`src/rtl/execute_alu_mreg_if.sv`:
```
// Bundle between E-stage operand select / pipeline control and the execute back end.
// The master drives the E-stage inputs; the slave (execute_alu_mreg) returns its results.
// The E->M register outputs and the combinational forwarding outputs are all carried here.
interface execute_alu_mreg_if #(
  parameter int DATA_W = 64
);
  logic [DATA_W-1:0] aluA_i;
  logic [DATA_W-1:0] aluB_i;
  logic [3:0]        fun_i;
  logic [3:0]        E_icode_i;
  logic [3:0]        E_ifun_i;
  logic [2:0]        E_stat_i;
  logic [DATA_W-1:0] E_valA_i;
  logic [3:0]        E_dstE_i;
  logic [3:0]        E_dstM_i;
  logic [2:0]        m_stat_i;
  logic [2:0]        W_stat_i;
  logic              M_bubble_i;

  logic [DATA_W-1:0] e_valE_o;
  logic [3:0]        e_dstE_o;
  logic              e_cnd_o;
  logic [2:0]        cc_o;
  logic [2:0]        M_stat_o;
  logic [3:0]        M_icode_o;
  logic              M_cnd_o;
  logic [DATA_W-1:0] M_valE_o;
  logic [DATA_W-1:0] M_valA_o;
  logic [3:0]        M_dstE_o;
  logic [3:0]        M_dstM_o;

  modport master (
    output aluA_i, aluB_i, fun_i, E_icode_i, E_ifun_i, E_stat_i, E_valA_i,
           E_dstE_i, E_dstM_i, m_stat_i, W_stat_i, M_bubble_i,
    input  e_valE_o, e_dstE_o, e_cnd_o, cc_o, M_stat_o, M_icode_o, M_cnd_o,
           M_valE_o, M_valA_o, M_dstE_o, M_dstM_o
  );

  modport slave (
    input  aluA_i, aluB_i, fun_i, E_icode_i, E_ifun_i, E_stat_i, E_valA_i,
           E_dstE_i, E_dstM_i, m_stat_i, W_stat_i, M_bubble_i,
    output e_valE_o, e_dstE_o, e_cnd_o, cc_o, M_stat_o, M_icode_o, M_cnd_o,
           M_valE_o, M_valA_o, M_dstE_o, M_dstM_o
  );
endinterface

```
`src/rtl/execute_alu_mreg.sv`:
```
// Y86-64 execute back end: ALU, condition codes, jXX/cmovXX evaluation, E->M pipeline register.
// Latency: e_valE/e_dstE/e_cnd combinational; CC and M register one cycle.
// Backpressure: none; the stall unit controls flow through M_bubble_i and the m/W status gating.
module execute_alu_mreg #(
  parameter int          DATA_W = 64,
  parameter logic [3:0]  RNONE  = 4'hF
) (
  input  logic clk_i,
  input  logic rst_n_i,
  execute_alu_mreg_if.slave bus
);

  localparam logic [3:0] ICODE_NOP = 4'h1;
  localparam logic [3:0] ICODE_CXX = 4'h2;
  localparam logic [3:0] ICODE_OPQ = 4'h6;
  localparam logic [3:0] ICODE_JXX = 4'h7;
  localparam logic [2:0] STAT_AOK  = 3'd1;
  localparam logic [2:0] STAT_HLT  = 3'd2;
  localparam logic [2:0] STAT_ADR  = 3'd3;
  localparam logic [2:0] STAT_INS  = 3'd4;

  typedef struct packed {
    logic [2:0]        stat;
    logic [3:0]        icode;
    logic              cnd;
    logic [DATA_W-1:0] val_e;
    logic [DATA_W-1:0] val_a;
    logic [3:0]        dst_e;
    logic [3:0]        dst_m;
  } mreg_t;

  localparam mreg_t MREG_BUBBLE = '{
    stat:  STAT_AOK,
    icode: ICODE_NOP,
    cnd:   1'b0,
    val_e: '0,
    val_a: '0,
    dst_e: RNONE,
    dst_m: RNONE
  };

  logic [DATA_W-1:0] alu_res;
  logic              new_zf;
  logic              new_sf;
  logic              new_of;
  logic              set_cc;
  logic [2:0]        cc_q;
  logic              cond;
  logic              cnd;
  logic [3:0]        dst_e_eff;
  mreg_t             mreg_q;

  function automatic logic stat_exception(input logic [2:0] s);
    return (s == STAT_HLT) || (s == STAT_ADR) || (s == STAT_INS);
  endfunction

  // ALU result (B op A) and the flags this result would produce
  always_comb begin
    alu_res = '0;
    new_of  = 1'b0;
    case (bus.fun_i)
      4'd0: alu_res = bus.aluB_i + bus.aluA_i;
      4'd1: alu_res = bus.aluB_i - bus.aluA_i;
      4'd2: alu_res = bus.aluB_i & bus.aluA_i;
      4'd3: alu_res = bus.aluB_i ^ bus.aluA_i;
      default: alu_res = '0;
    endcase
    new_zf = (alu_res == '0);
    new_sf = alu_res[DATA_W-1];
    case (bus.fun_i)
      4'd0: new_of = (bus.aluA_i[DATA_W-1] == bus.aluB_i[DATA_W-1]) &&
                     (alu_res[DATA_W-1] != bus.aluB_i[DATA_W-1]);
      4'd1: new_of = (bus.aluA_i[DATA_W-1] != bus.aluB_i[DATA_W-1]) &&
                     (alu_res[DATA_W-1] != bus.aluB_i[DATA_W-1]);
      default: new_of = 1'b0;
    endcase
  end

  // Only an OPQ updates CC, and not while an older instruction downstream has faulted
  assign set_cc = (bus.E_icode_i == ICODE_OPQ) &&
                  !stat_exception(bus.m_stat_i) &&
                  !stat_exception(bus.W_stat_i);

  // Condition-code register {ZF,SF,OF}; resets to "zero result"
  always_ff @(posedge clk_i or negedge rst_n_i) begin
    if (!rst_n_i) begin
      cc_q <= 3'b100;
    end else if (set_cc) begin
      cc_q <= {new_zf, new_sf, new_of};
    end
  end

  // Branch/move condition from the registered CC, so an OPQ directly ahead is already visible
  always_comb begin
    cond = 1'b0;
    case (bus.E_ifun_i)
      4'd0: cond = 1'b1;
      4'd1: cond = (cc_q[1] ^ cc_q[0]) | cc_q[2];
      4'd2: cond = cc_q[1] ^ cc_q[0];
      4'd3: cond = cc_q[2];
      4'd4: cond = !cc_q[2];
      4'd5: cond = !(cc_q[1] ^ cc_q[0]);
      4'd6: cond = !(cc_q[1] ^ cc_q[0]) && !cc_q[2];
      default: cond = 1'b0;
    endcase
  end

  assign cnd = ((bus.E_icode_i == ICODE_CXX) || (bus.E_icode_i == ICODE_JXX)) && cond;

  // A cmovXX that is not taken must not write its destination
  assign dst_e_eff = ((bus.E_icode_i == ICODE_CXX) && !cnd) ? RNONE : bus.E_dstE_i;

  // E->M pipeline register; bubble overrides the normal load
  always_ff @(posedge clk_i or negedge rst_n_i) begin
    if (!rst_n_i) begin
      mreg_q <= MREG_BUBBLE;
    end else if (bus.M_bubble_i) begin
      mreg_q <= MREG_BUBBLE;
    end else begin
      mreg_q <= '{
        stat:  bus.E_stat_i,
        icode: bus.E_icode_i,
        cnd:   cnd,
        val_e: alu_res,
        val_a: bus.E_valA_i,
        dst_e: dst_e_eff,
        dst_m: bus.E_dstM_i
      };
    end
  end

  assign bus.e_valE_o  = alu_res;
  assign bus.e_dstE_o  = dst_e_eff;
  assign bus.e_cnd_o   = cnd;
  assign bus.cc_o      = cc_q;
  assign bus.M_stat_o  = mreg_q.stat;
  assign bus.M_icode_o = mreg_q.icode;
  assign bus.M_cnd_o   = mreg_q.cnd;
  assign bus.M_valE_o  = mreg_q.val_e;
  assign bus.M_valA_o  = mreg_q.val_a;
  assign bus.M_dstE_o  = mreg_q.dst_e;
  assign bus.M_dstM_o  = mreg_q.dst_m;

endmodule

```
`src/flat_wrapper.sv`:
```
// flat-port wrapper written by rule: the top's interface ports become plain ports
module execute_alu_mreg_flat 
#(
  parameter int          DATA_W = 64,
  parameter logic [3:0]  RNONE  = 4'hF
)
  (clk_i, rst_n_i, bus_aluA_i, bus_aluB_i, bus_fun_i, bus_E_icode_i, bus_E_ifun_i, bus_E_stat_i, bus_E_valA_i, bus_E_dstE_i, bus_E_dstM_i, bus_m_stat_i, bus_W_stat_i, bus_M_bubble_i, bus_e_valE_o, bus_e_dstE_o, bus_e_cnd_o, bus_cc_o, bus_M_stat_o, bus_M_icode_o, bus_M_cnd_o, bus_M_valE_o, bus_M_valA_o, bus_M_dstE_o, bus_M_dstM_o);
  execute_alu_mreg_if #(.DATA_W(DATA_W)) bus_i ();
  input  logic clk_i;
  input  logic rst_n_i;
  input wire logic [$bits(bus_i.aluA_i)-1:0] bus_aluA_i;
  input wire logic [$bits(bus_i.aluB_i)-1:0] bus_aluB_i;
  input wire logic [$bits(bus_i.fun_i)-1:0] bus_fun_i;
  input wire logic [$bits(bus_i.E_icode_i)-1:0] bus_E_icode_i;
  input wire logic [$bits(bus_i.E_ifun_i)-1:0] bus_E_ifun_i;
  input wire logic [$bits(bus_i.E_stat_i)-1:0] bus_E_stat_i;
  input wire logic [$bits(bus_i.E_valA_i)-1:0] bus_E_valA_i;
  input wire logic [$bits(bus_i.E_dstE_i)-1:0] bus_E_dstE_i;
  input wire logic [$bits(bus_i.E_dstM_i)-1:0] bus_E_dstM_i;
  input wire logic [$bits(bus_i.m_stat_i)-1:0] bus_m_stat_i;
  input wire logic [$bits(bus_i.W_stat_i)-1:0] bus_W_stat_i;
  input wire logic [$bits(bus_i.M_bubble_i)-1:0] bus_M_bubble_i;
  output wire logic [$bits(bus_i.e_valE_o)-1:0] bus_e_valE_o;
  output wire logic [$bits(bus_i.e_dstE_o)-1:0] bus_e_dstE_o;
  output wire logic [$bits(bus_i.e_cnd_o)-1:0] bus_e_cnd_o;
  output wire logic [$bits(bus_i.cc_o)-1:0] bus_cc_o;
  output wire logic [$bits(bus_i.M_stat_o)-1:0] bus_M_stat_o;
  output wire logic [$bits(bus_i.M_icode_o)-1:0] bus_M_icode_o;
  output wire logic [$bits(bus_i.M_cnd_o)-1:0] bus_M_cnd_o;
  output wire logic [$bits(bus_i.M_valE_o)-1:0] bus_M_valE_o;
  output wire logic [$bits(bus_i.M_valA_o)-1:0] bus_M_valA_o;
  output wire logic [$bits(bus_i.M_dstE_o)-1:0] bus_M_dstE_o;
  output wire logic [$bits(bus_i.M_dstM_o)-1:0] bus_M_dstM_o;
  assign bus_i.aluA_i = bus_aluA_i;
  assign bus_i.aluB_i = bus_aluB_i;
  assign bus_i.fun_i = bus_fun_i;
  assign bus_i.E_icode_i = bus_E_icode_i;
  assign bus_i.E_ifun_i = bus_E_ifun_i;
  assign bus_i.E_stat_i = bus_E_stat_i;
  assign bus_i.E_valA_i = bus_E_valA_i;
  assign bus_i.E_dstE_i = bus_E_dstE_i;
  assign bus_i.E_dstM_i = bus_E_dstM_i;
  assign bus_i.m_stat_i = bus_m_stat_i;
  assign bus_i.W_stat_i = bus_W_stat_i;
  assign bus_i.M_bubble_i = bus_M_bubble_i;
  assign bus_e_valE_o = bus_i.e_valE_o;
  assign bus_e_dstE_o = bus_i.e_dstE_o;
  assign bus_e_cnd_o = bus_i.e_cnd_o;
  assign bus_cc_o = bus_i.cc_o;
  assign bus_M_stat_o = bus_i.M_stat_o;
  assign bus_M_icode_o = bus_i.M_icode_o;
  assign bus_M_cnd_o = bus_i.M_cnd_o;
  assign bus_M_valE_o = bus_i.M_valE_o;
  assign bus_M_valA_o = bus_i.M_valA_o;
  assign bus_M_dstE_o = bus_i.M_dstE_o;
  assign bus_M_dstM_o = bus_i.M_dstM_o;
  execute_alu_mreg #(.DATA_W(DATA_W), .RNONE(RNONE)) u_core (.clk_i(clk_i), .rst_n_i(rst_n_i), .bus(bus_i));
endmodule
```
`config.mk`:
```
export PLATFORM = sky130hd
export DESIGN_NAME = execute_alu_mreg_flat
export DESIGN_NICKNAME = d
export VERILOG_FILES = /design/src/rtl/execute_alu_mreg_if.sv /design/src/rtl/execute_alu_mreg.sv /design/src/flat_wrapper.sv
export SDC_FILE = /design/constraint.sdc
export NUM_CORES = 1
export LEC_CHECK = 0
export CORE_AREA = 2 2 172 174
export DETAILED_ROUTE_END_ITERATION = 6
export DIE_AREA = 0 0 174 176
export GPL_TIMING_DRIVEN = 0
export PLACE_DENSITY = 0.85
export SYNTH_ARGS = -nofsm -noshare
export SYNTH_HDL_FRONTEND = slang
export SYNTH_SLANG_ARGS = --single-unit
```
`constraint.sdc`:
```
create_clock -name clk_i -period 18.7 [get_ports clk_i]
set_input_delay 2.805 -clock clk_i [delete_from_list [all_inputs] [get_ports clk_i]]
set_output_delay 2.805 -clock clk_i [all_outputs]
set_load 0.02 [all_outputs]
```
==> results of run 1 <==
[cells by family (layout without fill, tap and decap cells)]
family / after synthesis / count (layout) / share of synthesized area (%)
adder cells (fa/ha/maj): 129 / 129 / 12.55
other: 0 / 5 / 0
multiplexers: 74 / 74 / 5.841
AO/OA/AOI/OAI: 387 / 387 / 19.28
AND/OR/NAND/NOR: 560 / 560 / 22.25
buffers and inverters: 122 / 591 / 3.768
flip-flops: 147 / 147 / 28.58
XOR/XNOR: 114 / 114 / 7.730
[power by group]
| group | internal (mW) | switching (mW) |
|---|---|---|
| logic | 0.203 | 0.297 |
| registers | 0.334 | 0.00524 |
| clock network | 0.206 | 0.150 |
| total | 0.743 | 0.452 |
[metal layers]
metal,up-vias,track usage [%],share of wire [%]
met5,-,0,0
met4,0,22.41,6.1
met3,193,10.12,9.8
met2,922,63.06,46
met1,6930,47.36,38
li1,6443,-,-
[registers in the layout, indices dropped and copies added, names as in the netlist]
name	cells
u_core.bus.M_cnd_o	1
u_core.bus.M_valE_o	64
u_core.bus.M_valA_o	64
u_core.bus.cc_o	3
u_core.bus.M_stat_o	3
u_core.bus.M_dstM_o	4
u_core.bus.M_dstE_o	4
u_core.bus.M_icode_o	4
[layout make-up]
cell class | instances | area (um^2)
Clock inverter | 12 | 146.4
Antenna cell | 5 | 12.51
Timing Repair Buffer | 437 | 4393
Inverter | 38 | 142.6
Multi-Input combinational cell | 1264 | 8738
Clock buffer | 20 | 456.7
Buffer | 84 | 344.1
Fill cell | 2432 | 10140
Tap cell | 384 | 480.5
Sequential cell | 147 | 3692
[worst max path at each step]
stage / from / to / slack, ns / depth (start not counted)
after floorplan: bus_fun_i[0] / bus_e_valE_o[62] / 8.47 / 22
after global placement: bus_fun_i[3] / bus_e_valE_o[63] / 5.47 / 23
after detailed placement: bus_fun_i[3] / bus_e_valE_o[63] / 5.46 / 23
after CTS: bus_fun_i[3] / bus_e_valE_o[63] / 5.42 / 23
after global routing: bus_fun_i[2] / bus_e_valE_o[63] / 4.97 / 23
final: bus_fun_i[3] / bus_e_valE_o[63] / 5.08 / 23
[worst max-delay path: cells and delay by family]
family | cells | cell delay [ns]
buf+inv | 7 | 4.04
fa+ha+maj | 1 | 0.27
xor+xnor | 2 | 0.33
compound gates | 8 | 2.46
simple gates | 5 | 0.88
[synthesized netlist by cell type (8+ instances only)]
cell type and n:
mux2i_1 63, or3_1 9, dfrtp_1 136, xnor2_1 54, inv_1 38, o22ai_1 15
mux2_2 11, clkbuf_1 58, nand4_1 32, a31oi_1 15, xor2_1 60, nand2b_1 14
dfstp_2 11, nand3_1 20, nand2_1 128, a21o_1 25, nor4_1 15, or4_1 9
nor3_1 39, o21bai_1 9, buf_2 20, a21oi_1 125, o21ai_1 20, o21ai_0 67
a211oi_1 14, o41ai_1 8, or2_2 16, and2_1 8, nor2_1 133, o211ai_1 10
o31ai_1 23, ha_1 128, nor2b_1 109, and3_1 9
[stage by stage]
stage / cell area, um^2 / hold slack (ns) / worst slack [ns] / instances / util [%]
detailed placement: 17790 / 0.5278 / 5.462 / 2354 / 62.32
finish: 18410 / 0.5551 / 5.075 / 2391 / 64.48
global route: 18400 / 0.5844 / 4.974 / 2390 / 64.47
floorplan: 12920 / 0.5312 / 8.472 / 1533 / -
global placement: 17760 / 0.5045 / 5.474 / 2353 / 62.22
CTS: 18390 / 0.5468 / 5.422 / 2386 / 64.43
==> summary.txt, run 1 <==
Die
  • Die area: 0.03062 mm^2
  • Initial core utilization: around 45%
  • Core Area: 0.02855 mm^2
  • Die Y-Extent: approximately 180 um
  • I/O pins: 440
  • Die X: 174 um
  • Rows: 62

Clock network
  • Cts repair resizes: 0
  • Setup bufs post-CTS: 0
  • CTS tree: done
  • CTS sink cnt: 147
  • Reg clk slew, reported paths: 0.06 ns
  • Root Driver: clkbuf_16
  • Hold-fix buffers at CTS: 0
  • Worst-Skew Late Latency: 0.43 ns
  • Clock Tree Buf Depth: 2
  • H-tree level count: 4
  • CTS buffer count: 17

Outcome
  • Result of the run: complete, but fails checks
  • Failing checks: design-rule violations

Setup path
  • Worst Setup Path Type: in -> out
  • CP most frequent cell: clkbuf_1
  • CP cell instances: clkdlybuf4s50_1 -> or2_2 -> clkbuf_1 -> nor2_1 -> clkbuf_1 -> nand2_1 -> clkbuf_1 -> clkbuf_1 -> nand2_1 -> xor2_1 -> ha_1 -> buf_2 -> o211ai_1 -> a21oi_1 -> a221oi_2 -> o21ai_1 -> nand3_1 -> a21oi_1 -> o2111ai_1 -> a32oi_1 -> xnor2_1 -> o22ai_2 -> clkdlybuf4s50_1
  • CP peak stage delay: approximately 0.9 ns
  • Critical path fanouts, max: 10
  • Worst EP arrival: ~11 ns
  • Worst r2r src: u_core.bus.cc_o[0]
  • Type of origin of the critical path: input pin
  • R2R Setup Slk: 16.25 ns
  • Critical Path End Type: output pin
  • Reg2reg end: u_core.bus.M_dstE_o[3]
  • Worst Path Required: about 16 ns
  • Critical Path Slowest Stage Cell: clkbuf_1
  • Worst reg-to-reg path cell count: 9

Drt
  • DRT antenna net count: 0
  • DR iter-0 viols: roughly 1500
  • DRC viols: 2
  • Drt via density: roughly 6.1
  • Drt pass-1 iters: 7
  • Drt wl/cell: 25.73 um
  • Drt total wl: 61510 um
  • Total number of vias: 14490

Finish
  • Synth-to-layout area growth: 42.49%
  • Most common cell after layout, fill and taps aside: clkdlybuf4s50_1
  • Layout cells sized above 1: 5.944%
  • Commonest cells after routing, fill and taps aside: 435 x clkdlybuf4s50_1, 136 x dfrtp_1, 133 x nor2_1, 128 x nand2_1, 128 x ha_1
  • Nets: 2342

GRT
  • Grt ovf: 0
  • GR Util All Layers: between 30% and 40%
  • Antenna violations before repair: 4
  • Pin count of the biggest net entering global routing: between 70 and 80
  • Number of global-route vias before repair: 14140
  • First-pass GRT wire length: 88840 um

Timing
  • Max Clk Rate: approximately 73 MHz
  • Fin crit period: 13.62 ns
  • Unrepaired setup endpoints after global routing: false
  • Final hold violation count: 0
  • Relative slew margins: 24.24%
  • Actual slew at the worst max-slew pin: between 1 and 1.5 ns
  • Final critical-path share of the clock period: 72.86%
  • Clock Skew: a little over 0.004 ns
  • Setup TNS: 0 ns
  • Final setup viols: 0
  • Fin. max-slew vios: 0

Logic synthesis
  • Main synth FF type: dfrtp_1
  • Synth cell types: 85
  • Syn Inst Count: 1533
  • Synth Register Bits: 147
  • Mean post-synth cell area: 8.426 um^2
  • Post-synth EDFFs: 0
  • Ys Warns: 0
  • Top-area cell type share of the netlist area: a little over a quarter
  • Post-synth ARST share: 100.0%
  • Top cells by area, synth: dfrtp_1 26%, ha_1 12%, nor2b_1 5.3%, mux2i_1 4.9%, a21oi_1 4.8%
  • Synthesized area: 0.01292 mm^2
  • Area leader, netlist: dfrtp_1
  • Sequential share of the synthesized area: around 29%
  • Syn_nets: 1886

Worst hold path
  • Hold Crit Start: u_core.bus.cc_o[2]
  • WHS Endpoint: u_core.bus.cc_o[2]
  • Hold Path Depth: 2
  • HP Class: reg -> reg

Pwr
  • Leakage: between 7 and 8 nW
  • Peak VDD IR: 58.99 uV
  • Final total power: about 1.2 mW
  • PD cells: between 60 and 70 mW/mm^2

Job
  • Max-Cap Viols: 0

Place
  • Detailed Place HPWL: 49690 um
  • Gpl congestion: between 1 and 1.5
  • Port Buffers: 436
Note: power is estimated with default switching activity, not from simulation.
==> run 2: changes to the inputs <==
CORE_AREA = 2 2 189 154   (was 2 2 172 174)
DIE_AREA = 0 0 191 156   (was 0 0 174 176)
PLACE_DENSITY = 0.87   (was 0.85)
clock period = 13 ns   (was 18.7 ns; I/O delays follow)
==> run 2 against run 1 <==
Against the previous run: the flow now finishes without violations; largest cell class unchanged; die area shrank 2.7%; first-iteration DRC count is 7.0% higher; final area about the same; final cell count down 0.33%.
==> summary.txt, run 2 (synthesis gave the netlist of run 1 again) <==
Outcome
  • Result of the run: finished clean

GRT
  • Pin count of the biggest net entering global routing: ~100
  • Antenna violations before repair: 12
  • First-pass GRT wire length: 88840 um
  • Number of global-route vias before repair: 14140
  • GR Util All Layers: 40.68%
  • Met2 GRT Util: between 60% and 70%
  • GR peak layer: met2
  • M1 GR Usage: 51.93%
  • GRT met3 Usage: about a tenth
  • Grt ovf: 0

Drt
  • Total number of vias: 14640
  • Drt pass-1 iters: 6
  • DR iter-0 viols: 1580
  • Drt total wl: 62420 um
  • Drt via density: 6.143
  • Drt wl/cell: 26.19 um
  • DRC viols: 0
  • DRT antenna net count: 0

Clock network
  • CTS sink cnt: ~150
  • Root Driver: clkbuf_16
  • Reg clk slew, reported paths: 0.07 ns
  • CTS tree: done
  • Setup bufs post-CTS: 0
  • CTS buffer count: 17
  • Hold-fix buffers at CTS: 0
  • Worst-Skew Late Latency: about 0.44 ns
  • Cts repair resizes: 0
  • H-tree level count: 4
  • Clock Tree Buf Depth: 2

Timing
  • Setup TNS: 0 ns
  • Final critical-path share of the clock period: between 90 and 100%
  • Fin crit period: 12.25 ns
  • Setup ws final: 0.7505 ns
  • Final setup viols: 0
  • Unrepaired setup endpoints after global routing: false
  • Clock Skew: 0.009274 ns
  • Fin. max-slew vios: 0
  • Actual slew at the worst max-slew pin: 1.312 ns
  • Max Clk Rate: 81.64 MHz
  • Relative slew margins: roughly an eighth
  • Final hold violation count: 0
  • Fin Hold WS: around 0.55 ns

Setup path
  • Worst Setup Path Type: in -> out
  • Critical Path End Type: output pin
  • Worst EP arrival: between 10 and 15 ns
  • Worst Path Required: 11.05 ns
  • Critical path fanouts, max: 10
  • Type of origin of the critical path: input pin

Finish
  • Layout cells sized above 1: between 5 and 6%
  • Cell area after layout: 0.01841 mm^2
  • Post-layout util: 66.06%
  • Most common cell after layout, fill and taps aside: clkdlybuf4s50_1
  • Synth-to-layout area growth: 42.53%
  • Fillers: 2293
  • Nets: about 2300
  • Post-Layout Cell Count: between 2000 and 2500
  • Commonest cells after routing, fill and taps aside: 435 x clkdlybuf4s50_1, 136 x dfrtp_1, 133 x nor2_1, 128 x nand2_1, 128 x ha_1

Pwr
  • Final total power: 1.733 mW
  • Peak VDD IR: 85.32 uV
  • PD cells: between 90 and 100 mW/mm^2
  • Leakage: 7.980 nW

Die
  • Die Y-Extent: 156 um
  • Die X: 191 um
  • Core Area: 0.02787 mm^2
  • Die area: 0.02980 mm^2
  • Initial core utilization: 46.35%
  • I/O pins: between 400 and 500
  • Rows: 55

Place
  • Placed insts: 2340
  • Port Buffers: 436
  • Gpl congestion: 1.022
  • Pre-CTS setup slack: roughly 1.3 ns
  • Cell Area, Placed: 0.01777 mm^2
  • Detailed Place HPWL: 50640 um

Job
  • Max-Cap Viols: 0

Worst hold path
  • HP Class: reg -> reg
## run 2: cell count changes in the layout (fill, tap and decap cells not counted), sizes merged
cell	change
clkinv	+1
bufinv	-1
clkbuf	-3
inv	+4
diode	+6
clkinvlp	-1
## run 2: critical path: stages
cell and delay [ns]:
clkdlybuf4s50_1 0.47, or2_2 0.10, clkbuf_1 0.51, nor2_1 0.14
clkbuf_1 0.46, nand2_1 0.33, clkbuf_1 0.87, clkbuf_1 1.04
nand2_1 0.15, xor2_1 0.20, ha_1 0.27, buf_2 0.19
o211ai_1 0.12, a21oi_1 0.57, a221oi_2 0.20, o21ai_1 0.42
nand3_1 0.16, a21oi_1 0.46, o2111ai_1 0.25, a32oi_1 0.30
xnor2_1 0.12, o22ai_2 0.31, clkdlybuf4s50_1 0.68
## run 2: cell type report
class	count	area, um^2	share of cell area (%)
diodes	11	27.53	0.1495
plain buffers	84	344.1	1.869
clock buffers	17	425.4	2.311
clock inverters	15	185.2	1.006
inverters	38	142.6	0.7747
multi-input cells	1264	8738	47.46
flip-flops and latches	147	3692	20.05
well taps	370	462.9	2.514
repair buffers	437	4393	23.86
## run 2: final timing paths
kind                                                end  slack [ns]          startpoint  depth (start not counted)
worst max register to register   u_core.bus.M_dstE_o[2]       10.60  u_core.bus.cc_o[0]                          9
max in group asynchronous       u_core.bus.M_valE_o[35]       10.71             rst_n_i                          2
worst max-delay path                   bus_e_valE_o[63]        0.75        bus_fun_i[3]                         23
worst min register to register       u_core.bus.cc_o[2]        0.55  u_core.bus.cc_o[2]                          2
min in group asynchronous        u_core.bus.M_valA_o[3]        1.41             rst_n_i                          1
worst min-delay path                 u_core.bus.cc_o[2]        0.55  u_core.bus.cc_o[2]                          2
## run 2: layer usage
metal	wire (um)	vias up	part of all wire (%)
met5	10	-	0.016
met4	2907	2	4.7
met3	6849	177	11
met2	28130	940	45
met1	24520	7063	39
li1	-	6456	-
## run 2: power breakdown
part / internal (mW) / switching [mW]
combinational: 0.292 / 0.432
sequential: 0.480 / 0.00718
clock: 0.277 / 0.245
total: 1.05 / 0.684
==> run 3: changes to the inputs <==
SKIP_LAST_GASP = 1   (was default)
==> results of run 3 <==
Final layout, timing and power as in run 2 (identical DEF).
